$ cat src/rtl/add_arbiter.sv
// add_arbiter: round-robin arbiter sharing one 32-bit carry-lookahead adder
// among NUM_REQ requesters, with a single-entry result register.
// Optional per-requester grant counters are built only when the macro
// ADD_ARB_STATS_EN is defined; otherwise grant_cnt is tied to zero.

// 32-bit carry-lookahead adder: 4-bit lookahead groups, group carries
// resolved from group generate/propagate terms.
module add_cla (
    input  logic [31:0] a_i,
    input  logic [31:0] b_i,
    output logic [31:0] sum_o,
    output logic        cout_o
);
    logic [31:0] p;
    logic [31:0] g;
    logic [7:0]  grp_g;
    logic [7:0]  grp_p;
    logic [8:0]  grp_c;
    logic [31:0] c_in;

    assign p = a_i ^ b_i;
    assign g = a_i & b_i;

    // group generate / propagate for each 4-bit slice
    always_comb begin
        grp_g = '0;
        grp_p = '0;
        for (int k = 0; k < 8; k++) begin
            grp_g[k] = g[4*k+3]
                     | (p[4*k+3] & g[4*k+2])
                     | (p[4*k+3] & p[4*k+2] & g[4*k+1])
                     | (p[4*k+3] & p[4*k+2] & p[4*k+1] & g[4*k]);
            grp_p[k] = &p[4*k +: 4];
        end
    end

    // carry into each group; a local running term avoids a self-referencing vector
    always_comb begin
        logic carry_run;
        carry_run = 1'b0;
        grp_c     = '0;
        for (int k = 0; k < 8; k++) begin
            grp_c[k]  = carry_run;
            carry_run = grp_g[k] | (grp_p[k] & carry_run);
        end
        grp_c[8] = carry_run;
    end

    // per-bit carries inside each group, looked ahead from the group carry-in
    always_comb begin
        c_in = '0;
        for (int k = 0; k < 8; k++) begin
            c_in[4*k]   = grp_c[k];
            c_in[4*k+1] = g[4*k] | (p[4*k] & grp_c[k]);
            c_in[4*k+2] = g[4*k+1]
                        | (p[4*k+1] & g[4*k])
                        | (p[4*k+1] & p[4*k] & grp_c[k]);
            c_in[4*k+3] = g[4*k+2]
                        | (p[4*k+2] & g[4*k+1])
                        | (p[4*k+2] & p[4*k+1] & g[4*k])
                        | (p[4*k+2] & p[4*k+1] & p[4*k] & grp_c[k]);
        end
    end

    assign sum_o  = p ^ c_in;
    assign cout_o = grp_c[8];
endmodule

module add_arbiter #(
    parameter int NUM_REQ = 4,
    parameter int CNT_W   = 16
) (
    input  logic                         clk,
    input  logic                         rst,
    input  logic [NUM_REQ-1:0]           req_valid,
    input  logic [NUM_REQ*32-1:0]        req_a,
    input  logic [NUM_REQ*32-1:0]        req_b,
    output logic [NUM_REQ-1:0]           req_ready,
    output logic                         resp_valid,
    input  logic                         resp_ready,
    output logic [$clog2(NUM_REQ)-1:0]   resp_id,
    output logic [31:0]                  resp_sum,
    output logic                         resp_carry,
    output logic [NUM_REQ*CNT_W-1:0]     grant_cnt
);
    localparam int ID_W = $clog2(NUM_REQ);

    logic [ID_W-1:0]    ptr_q, ptr_d;
    logic               resp_valid_q, resp_valid_d;
    logic [ID_W-1:0]    resp_id_q, resp_id_d;
    logic [31:0]        resp_sum_q, resp_sum_d;
    logic               resp_carry_q, resp_carry_d;

    logic               accept;
    logic               hi_vld, lo_vld;
    logic [ID_W-1:0]    hi_idx, lo_idx;
    logic               grant_vld;
    logic [ID_W-1:0]    grant_idx;
    logic [NUM_REQ-1:0] grant_oh;
    logic               handshake;
    logic [31:0]        op_a, op_b;
    logic [31:0]        add_sum;
    logic               add_cout;

    // result register is a one-deep stage: refill whenever empty or draining
    assign accept = !resp_valid_q || resp_ready;

    // round-robin: first valid above ptr, else first valid at or below ptr
    always_comb begin
        hi_vld = 1'b0;
        hi_idx = '0;
        lo_vld = 1'b0;
        lo_idx = '0;
        for (int i = 0; i < NUM_REQ; i++) begin
            if (!hi_vld && req_valid[i] && (ID_W'(i) > ptr_q)) begin
                hi_vld = 1'b1;
                hi_idx = ID_W'(i);
            end
            if (!lo_vld && req_valid[i] && (ID_W'(i) <= ptr_q)) begin
                lo_vld = 1'b1;
                lo_idx = ID_W'(i);
            end
        end
        grant_vld = hi_vld || lo_vld;
        grant_idx = hi_vld ? hi_idx : lo_idx;
    end

    assign handshake = grant_vld && accept && !rst;

    // one-hot ready, only when a handshake actually happens this cycle
    always_comb begin
        grant_oh = '0;
        for (int i = 0; i < NUM_REQ; i++) begin
            grant_oh[i] = handshake && (grant_idx == ID_W'(i));
        end
    end

    assign req_ready = grant_oh;

    // operand mux feeding the shared adder
    always_comb begin
        op_a = '0;
        op_b = '0;
        for (int i = 0; i < NUM_REQ; i++) begin
            if (grant_idx == ID_W'(i)) begin
                op_a = req_a[i*32 +: 32];
                op_b = req_b[i*32 +: 32];
            end
        end
    end

    add_cla u_add (
        .a_i    (op_a),
        .b_i    (op_b),
        .sum_o  (add_sum),
        .cout_o (add_cout)
    );

    // next state: load on handshake, drain when consumed, otherwise hold
    always_comb begin
        ptr_d        = ptr_q;
        resp_valid_d = resp_valid_q;
        resp_id_d    = resp_id_q;
        resp_sum_d   = resp_sum_q;
        resp_carry_d = resp_carry_q;
        if (handshake) begin
            ptr_d        = grant_idx;
            resp_valid_d = 1'b1;
            resp_id_d    = grant_idx;
            resp_sum_d   = add_sum;
            resp_carry_d = add_cout;
        end else if (resp_ready) begin
            resp_valid_d = 1'b0;
        end
    end

    // state registers; reset leaves ptr at the last index so requester 0 goes first
    always_ff @(posedge clk) begin
        if (rst) begin
            ptr_q        <= ID_W'(NUM_REQ - 1);
            resp_valid_q <= 1'b0;
            resp_id_q    <= '0;
            resp_sum_q   <= '0;
            resp_carry_q <= 1'b0;
        end else begin
            ptr_q        <= ptr_d;
            resp_valid_q <= resp_valid_d;
            resp_id_q    <= resp_id_d;
            resp_sum_q   <= resp_sum_d;
            resp_carry_q <= resp_carry_d;
        end
    end

    assign resp_valid = resp_valid_q;
    assign resp_id    = resp_id_q;
    assign resp_sum   = resp_sum_q;
    assign resp_carry = resp_carry_q;

`ifdef ADD_ARB_STATS_EN
    logic [CNT_W-1:0] cnt_q [NUM_REQ];

    // saturating grant counters, one per requester
    always_ff @(posedge clk) begin
        if (rst) begin
            for (int i = 0; i < NUM_REQ; i++) begin
                cnt_q[i] <= '0;
            end
        end else begin
            for (int i = 0; i < NUM_REQ; i++) begin
                if (grant_oh[i] && (cnt_q[i] != {CNT_W{1'b1}})) begin
                    cnt_q[i] <= cnt_q[i] + 1'b1;
                end
            end
        end
    end

    for (genvar gi = 0; gi < NUM_REQ; gi++) begin : g_cnt
        assign grant_cnt[gi*CNT_W +: CNT_W] = cnt_q[gi];
    end
`else
    assign grant_cnt = '0;
`endif

endmodule

$ cat config.mk
export PLATFORM = sky130hd
export DESIGN_NAME = add_arbiter
export DESIGN_NICKNAME = d
export VERILOG_FILES = /design/src/rtl/add_arbiter.sv
export SDC_FILE = /design/constraint.sdc
export NUM_CORES = 1
export LEC_CHECK = 0
export CORE_AREA = 3 3 142 144
export DETAILED_ROUTE_END_ITERATION = 6
export DIE_AREA = 0 0 145 147
export GPL_ROUTABILITY_DRIVEN = 0
export PLACE_DENSITY_LB_ADDON = 0.25
export SLEW_MARGIN = 5
export SYNTH_ARGS = -nofsm -noshare
export SYNTH_HDL_FRONTEND = slang
export SYNTH_SLANG_ARGS = --single-unit
$ cat constraint.sdc
create_clock -name clk -period 11.1 [get_ports clk]
set_input_delay 2.775 -clock clk [delete_from_list [all_inputs] [get_ports clk]]
set_output_delay 2.775 -clock clk [all_outputs]
set_load 0.05 [all_outputs]
==> results of run 1 <==
## synth_stat cells, types with 3 or more instances
master	number
a21oi_1	23
ha_1	32
buf_4	64
nor3b_1	3
a31oi_1	51
o21ai_0	20
a21o_1	7
clkbuf_1	39
o211a_1	3
buf_2	7
o31ai_1	3
nand2_1	112
nand2b_1	4
xor2_1	10
buf_1	4
mux2_2	8
fa_1	8
nor2b_1	4
nand3_1	24
mux2i_1	41
a211oi_1	60
and2_1	46
inv_1	25
o21ai_1	3
and3_1	6
o21a_1	6
nor3_1	10
xnor2_1	4
or3_1	3
nor4_1	3
dfxtp_1	38
nor2_1	20
## worst register-to-register path, cell delays in order, from the launching register on
cell,delay (ns)
dfxtp_1,0.36
nor2b_1,0.07
o21a_1,0.19
nor3_2,0.16
buf_4,0.53
buf_4,0.70
mux2_2,0.47
inv_1,0.06
ha_1,0.23
o211a_1,0.23
a211oi_1,0.35
a211oi_2,0.14
o2111a_1,0.30
o211a_1,0.26
nor2_1,0.16
fa_1,0.41
a211oi_1,0.19
## power by group through the flow
stage          clock network, mW  registers [mW]  logic, mW
2_1_floorplan                  0           0.369      0.489
3_3_place_gp                   0           0.212      0.940
3_5_place_dp                   0           0.213      0.945
4_1_cts                    0.196           0.210      0.948
5_1_grt                    0.201           0.216       1.02
6_report                   0.191           0.210      0.939
## cells in the final DEF (no fill, tap or decap), types with 3 or more instances in the layout
cell type,instances
nor2_1,20
nor3b_1,3
nand2_1,112
and2_1,46
xnor2_1,4
nor3_1,8
o21ai_1,3
o211a_1,3
clkbuf_16,5
mux2_2,8
xor2_1,10
nand2b_1,4
a211oi_1,60
inv_1,25
a31oi_1,51
conb_1,64
nand3_1,24
a21oi_1,23
clkdlybuf4s50_1,302
nor2b_1,4
a21o_1,6
o31ai_1,3
and3_1,6
dfxtp_1,38
buf_4,7
o21ai_0,20
nor4_1,3
o21a_1,6
ha_1,32
mux2i_1,41
fa_1,8
## registers in the layout, summed over array words and instances (netlist names)
signal / count
resp_valid: 1
resp_carry: 1
resp_sum: 32
resp_id: 2
ptr_q: 2
## worst min path at each step
stage / endpoint / from / cells after the start / slack, ns
3_5_place_dp: resp_sum[0] / resp_sum[0] / 2 / 0.45
4_1_cts: resp_sum[0] / resp_sum[0] / 2 / 0.45
2_1_floorplan: ptr_q[0] / ptr_q[0] / 2 / 0.49
5_1_grt: resp_id[1] / resp_id[1] / 2 / 0.48
3_3_place_gp: resp_sum[0] / resp_sum[0] / 2 / 0.45
6_report: resp_sum[0] / resp_sum[0] / 2 / 0.45
## logic make-up (layout without fill, tap and decap cells)
group	Yosys count	count (layout)	share of synthesized area
compound gates	195	195	0.256
fa+ha+maj	40	40	0.108
simple gates	240	240	0.220
other cells	1	64	0.000723
flops	38	38	0.147
xor+xnor	14	14	0.0236
buf+inv	140	343	0.149
mux	49	49	0.0965
## per-layer routing
layer	global-route usage	wire length [um]
met4	0.0242	161
met2	0.305	9530
met5	0	0
met3	0.0345	1280
met1	0.227	9020
## layout make-up
cell class | count | area (um2) | share of cell area
multi-input combinational | 602 | 3920 | 0.468
timing repair buffer | 309 | 3080 | 0.367
sequential | 38 | 761 | 0.0908
tap | 260 | 325 | 0.0388
clock buffer | 6 | 139 | 0.0166
inverter | 26 | 97.6 | 0.0117
clock inverter | 2 | 60.1 | 0.00717
==> results.sh, run 1 <==
export IMPL_dieArea_mm2=0.0213
export IMPL_startpoint="req_valid[3]"
export IMPL_rows=50
export IMPL_grt_usage=0.174
export IMPL_power_mw=1.34
export IMPL_crit_cells=7
export IMPL_wl_per_cell_um=16.1
export IMPL_tightestPinTransition_ns=0.857
export IMPL_postPlaceCellArea_mm2=0.00818
export IMPL_maxCapViolCount=0
export IMPL_power_density_mw_per_mm2=160
export IMPL_cp_common_cell="clkdlybuf4s50_1"
export IMPL_seqPwrFrac=0.157
export IMPL_relSlewSlack=0.425
export IMPL_crit_end="req_ready[0]"
export IMPL_die_y_um=147
export IMPL_syn_area_mm2=0.00519
export IMPL_vdd_drop_max_mv=0.0703
export IMPL_synthDistinctLibCells=51
export IMPL_hold_class="reg -> reg"
export IMPL_hold_viol_final=0
export IMPL_fin_tns_setup_ns=0
export IMPL_crit_slowest_cell="clkdlybuf4s50_1"
export IMPL_netlist_area_leader_share=0.147
export IMPL_synth_edf_count=0
export IMPL_status="completed"
export IMPL_synth_top_area_cell="dfxtp_1"
export IMPL_worst_r2r_endpoint="resp_sum[28]"
export IMPL_syn_avg_cell_area_um2=7.24
export IMPL_clock_root_buffer="clkbuf_16"
export IMPL_cts_sinks=38
export IMPL_dp_cells=1235
export IMPL_ys_ff_latch=38
export IMPL_cts_resized=0
export IMPL_clockBufferDepth=2
export IMPL_finalMaxSlewViolations=0
export IMPL_initial_utilization=0.276
export IMPL_wirelength_mm=20.0
export IMPL_r2r_slack_ns=6.20
export IMPL_clk_latency_ns=0.28
export IMPL_path_cells="clkdlybuf4s50_1 -> nor2b_1 -> o21a_1 -> nor3_2 -> buf_4 -> and3_1 -> clkdlybuf4s50_1"
export IMPL_remaining_drc_errors=0
export IMPL_fin_skew_ns=0.00751
export IMPL_cp_max_fo=63
export IMPL_final_nets=1285
export IMPL_yosysSeqAreaShare=0.147
export IMPL_vias=5778
export IMPL_fill_cells=1961
export IMPL_setup_viol=0
export IMPL_ios=367
export IMPL_instances_no_fill=1243
export IMPL_cts_made_buffers=5
export IMPL_timing_rr_start="ptr_q[0]"
export IMPL_start_kind="primary input"
export IMPL_final_antenna_net_count=0
export IMPL_vias_per_cell=4.65
export IMPL_post_place_ws_ns=2.88
export IMPL_p_comb_frac=0.701
export IMPL_syn_to_final_growth_pct=61.4
export IMPL_stdcell_area_mm2=0.00837
export IMPL_rr_worst_depth=16
export IMPL_hold_ws_ns=0.451
export IMPL_cts_setup_buffers=0
export IMPL_fin_ws_ns=2.91
export IMPL_arrival_ns=5.42
export IMPL_grt_pass1_vias=5420
export IMPL_fin_crit_ns=8.19
export IMPL_synthCells=717
export IMPL_cts_hold_buffers=0
export IMPL_grt_max_degree=64
export IMPL_io_buffers=302
export IMPL_p_int_mw=0.692
export IMPL_drive_gt1_frac=0.0356
export IMPL_drt_pass1_iter_count=4
export IMPL_post_route_util=0.445
export IMPL_cp_num_buf_inv=3
export IMPL_grt_overflow=0
export IMPL_coreArea_mm2=0.0188
export IMPL_clkTransAtPathRegs_ns=0.06
export IMPL_diodes=0
export IMPL_fin_crit_sh=0.738
export IMPL_p_leak_nw=3.46
export IMPL_antenna_found_initial=0
export IMPL_rsz0062_at_grt="false"
export IMPL_async_reset_ff_frac=0
export IMPL_fmax_mhz=122
export IMPL_die_width_um=145
export IMPL_p_switching_mw=0.647
export IMPL_cp_required_ns=8.33
export IMPL_max_stage_delay_ns=0.80
export IMPL_cts_tree="yes"
export IMPL_swShare=0.483
export IMPL_drt_initial_drc_count=164
export IMPL_htree_levels=2
export IMPL_synth_area_leaders="dfxtp_1 (15%), buf_4 (9.3%), a211oi_1 (8.7%)"
export IMPL_synth_ff_type="dfxtp_1"
export IMPL_place_hpwl_mm=16.6
export IMPL_p_clk_frac=0.142
export IMPL_path_delay_family="buffers and inverters"
export IMPL_crit_type="in -> out"
export IMPL_end_kind="primary output"
export IMPL_synth_warnings=0
export IMPL_grt_first_pass_wirelength_mm=30.3
Note: power is estimated with default switching activity, not from simulation.
==> run 2, diff against run 1 <==
- clock period: 11.1 -> 6.9 ns (I/O delays scaled with it)
==> results.sh, run 2 (same netlist as run 1, synthesis figures left out) <==
export IMPL_final_antenna_net_count=0
export IMPL_coreArea_mm2=0.0188
export IMPL_seqPwrFrac=0.158
export IMPL_tightestPinTransition_ns=0.856
export IMPL_hold_viol_final=0
export IMPL_vdd_drop_max_mv=0.106
export IMPL_status="completed"
export IMPL_io_buffers=302
export IMPL_cts_hold_buffers=0
export IMPL_p_leak_nw=3.47
export IMPL_wirelength_mm=20.4
export IMPL_multiInputGateArea_mm2=0.00392
export IMPL_max_stage_delay_ns=0.54
export IMPL_p_comb_frac=0.720
export IMPL_cp_num_buf_inv=2
export IMPL_drt_initial_drc_count=178
export IMPL_initial_utilization=0.276
export IMPL_swShare=0.492
export IMPL_final_nets=1287
export IMPL_grt_usage=0.181
export IMPL_cts_setup_buffers=0
export IMPL_fin_ws_ns=0.848
export IMPL_antenna_found_initial=0
export IMPL_syn_to_final_growth_pct=62.2
export IMPL_setup_viol=0
export IMPL_final_common_cell="clkdlybuf4s50_1"
export IMPL_grt_max_degree=63
export IMPL_grt_first_pass_wirelength_mm=31.5
export IMPL_fin_tns_setup_ns=0
export IMPL_post_route_util=0.447
export IMPL_drive_gt1_frac=0.0355
export IMPL_dp_cells=1237
export IMPL_cp_max_fo=50
export IMPL_start_kind="primary input"
export IMPL_stdcell_area_mm2=0.00842
export IMPL_cp_required_ns=7.09
export IMPL_crit_slowest_cell="clkdlybuf4s50_1"
export IMPL_diodes=0
export IMPL_post_place_ws_ns=0.576
export IMPL_fin_crit_ns=6.05
export IMPL_hold_ws_ns=0.454
export IMPL_cts_made_buffers=5
export IMPL_remaining_drc_errors=0
export IMPL_vias=5815
export IMPL_fin_crit_sh=0.877
export IMPL_cts_resized=0
export IMPL_fill_cells=1943
export IMPL_die_width_um=145
export IMPL_cts_sinks=38
export IMPL_hold_class="reg -> reg"
export IMPL_htree_levels=2
export IMPL_finalMaxSlewViolations=0
export IMPL_relSlewSlack=0.426
export IMPL_path_delay_family="compound AO/OA/AOI/OAI gates"
export IMPL_die_y_um=147
export IMPL_clock_root_buffer="clkbuf_16"
export IMPL_clockBufferDepth=2
export IMPL_drt_pass1_iter_count=5
export IMPL_end_kind="flip-flop"
export IMPL_p_int_mw=1.08
export IMPL_postPlaceCellArea_mm2=0.00825
export IMPL_maxCapViolCount=0
export IMPL_vias_per_cell=4.67
export IMPL_path_cells="clkdlybuf4s50_1 -> nand2b_1 -> o22ai_1 -> a21o_4 -> buf_12 -> mux2i_1 -> mux2i_1 -> ha_1 -> o211a_1 -> a211oi_1 -> a211oi_2 -> o2111a_1 -> o211a_1 -> nor2_1 -> fa_1 -> a211oi_1"
export IMPL_p_switching_mw=1.05
export IMPL_area_sequential_um2=761
export IMPL_p_clk_frac=0.122
export IMPL_cts_tree="yes"
export IMPL_ios=367
export IMPL_crit_type="in -> reg"
export IMPL_final_cell_mix="clkdlybuf4s50_1 (302), nand2_1 (112), conb_1 (64)"
export IMPL_wl_per_cell_um=16.4
export IMPL_place_hpwl_mm=17.0
export IMPL_fin_skew_ns=0.00783
export IMPL_clk_latency_ns=0.28
export IMPL_rows=50
export IMPL_power_mw=2.13
export IMPL_dieArea_mm2=0.0213
export IMPL_largest_reg_flops=32
export IMPL_grt_pass1_vias=5772
export IMPL_power_density_mw_per_mm2=253
export IMPL_instances_no_fill=1245
export IMPL_clkTransAtPathRegs_ns=0.05
export IMPL_arrival_ns=6.24
export IMPL_fmax_mhz=165
export IMPL_grt_overflow=0
export IMPL_rsz0062_at_grt="false"
==> run 2: changes by cell type in the layout (fill, tap and decap cells not counted) <==
cell / before / now
buf_12: 0 / 5
bufinv_16: 2 / 1
clkbuf_1: 0 / 2
clkbuf_8: 1 / 0
buf_4: 7 / 4
==> run 2: power by group through the flow <==
stage	registers, mW	logic (mW)	clock network, mW
2_1_floorplan	0.593	0.786	0
3_3_place_gp	0.338	1.53	0
3_5_place_dp	0.342	1.54	0
4_1_cts	0.337	1.55	0.270
5_1_grt	0.347	1.67	0.276
6_report	0.336	1.53	0.260
==> run 2: worst paths after layout <==
path	depth (start not counted)	start	slack, ns	end
worst min register to register	2	resp_id[1]	0.45	resp_id[1]
worst min-delay path	2	resp_id[1]	0.45	resp_id[1]
worst max register to register	15	ptr_q[0]	2.46	resp_sum[28]
worst max-delay path	16	req_valid[1]	0.85	resp_sum[28]
==> run 2: area by class of cell <==
type	count	area share
Clock buffer	7	0.0158
Clock inverter	1	0.00357
Tap cell	260	0.0387
Sequential cell	38	0.0904
Multi-Input combinational cell	602	0.465
Timing Repair Buffer	311	0.375
Inverter	26	0.0116
==> run 2: routing by layer <==
| metal | vias up | GRT usage | wire length, um | part of all wire |
|---|---|---|---|---|
| met5 | - | 0 | 0 | 0 |
| met4 | 0 | 0.0228 | 106 | 0.0052 |
| met3 | 6 | 0.0305 | 1240 | 0.061 |
| met2 | 221 | 0.318 | 9790 | 0.48 |
| met1 | 2624 | 0.241 | 9300 | 0.45 |
| li1 | 2964 | - | - | - |
==> run 2: tightest hold or removal path, delay by kind of cell, from the launching register on <==
family	cells	cell delay, ns
AO/OA/AOI/OAI	1	0.05
AND/OR/NAND/NOR	1	0.05
flip-flops	1	0.30
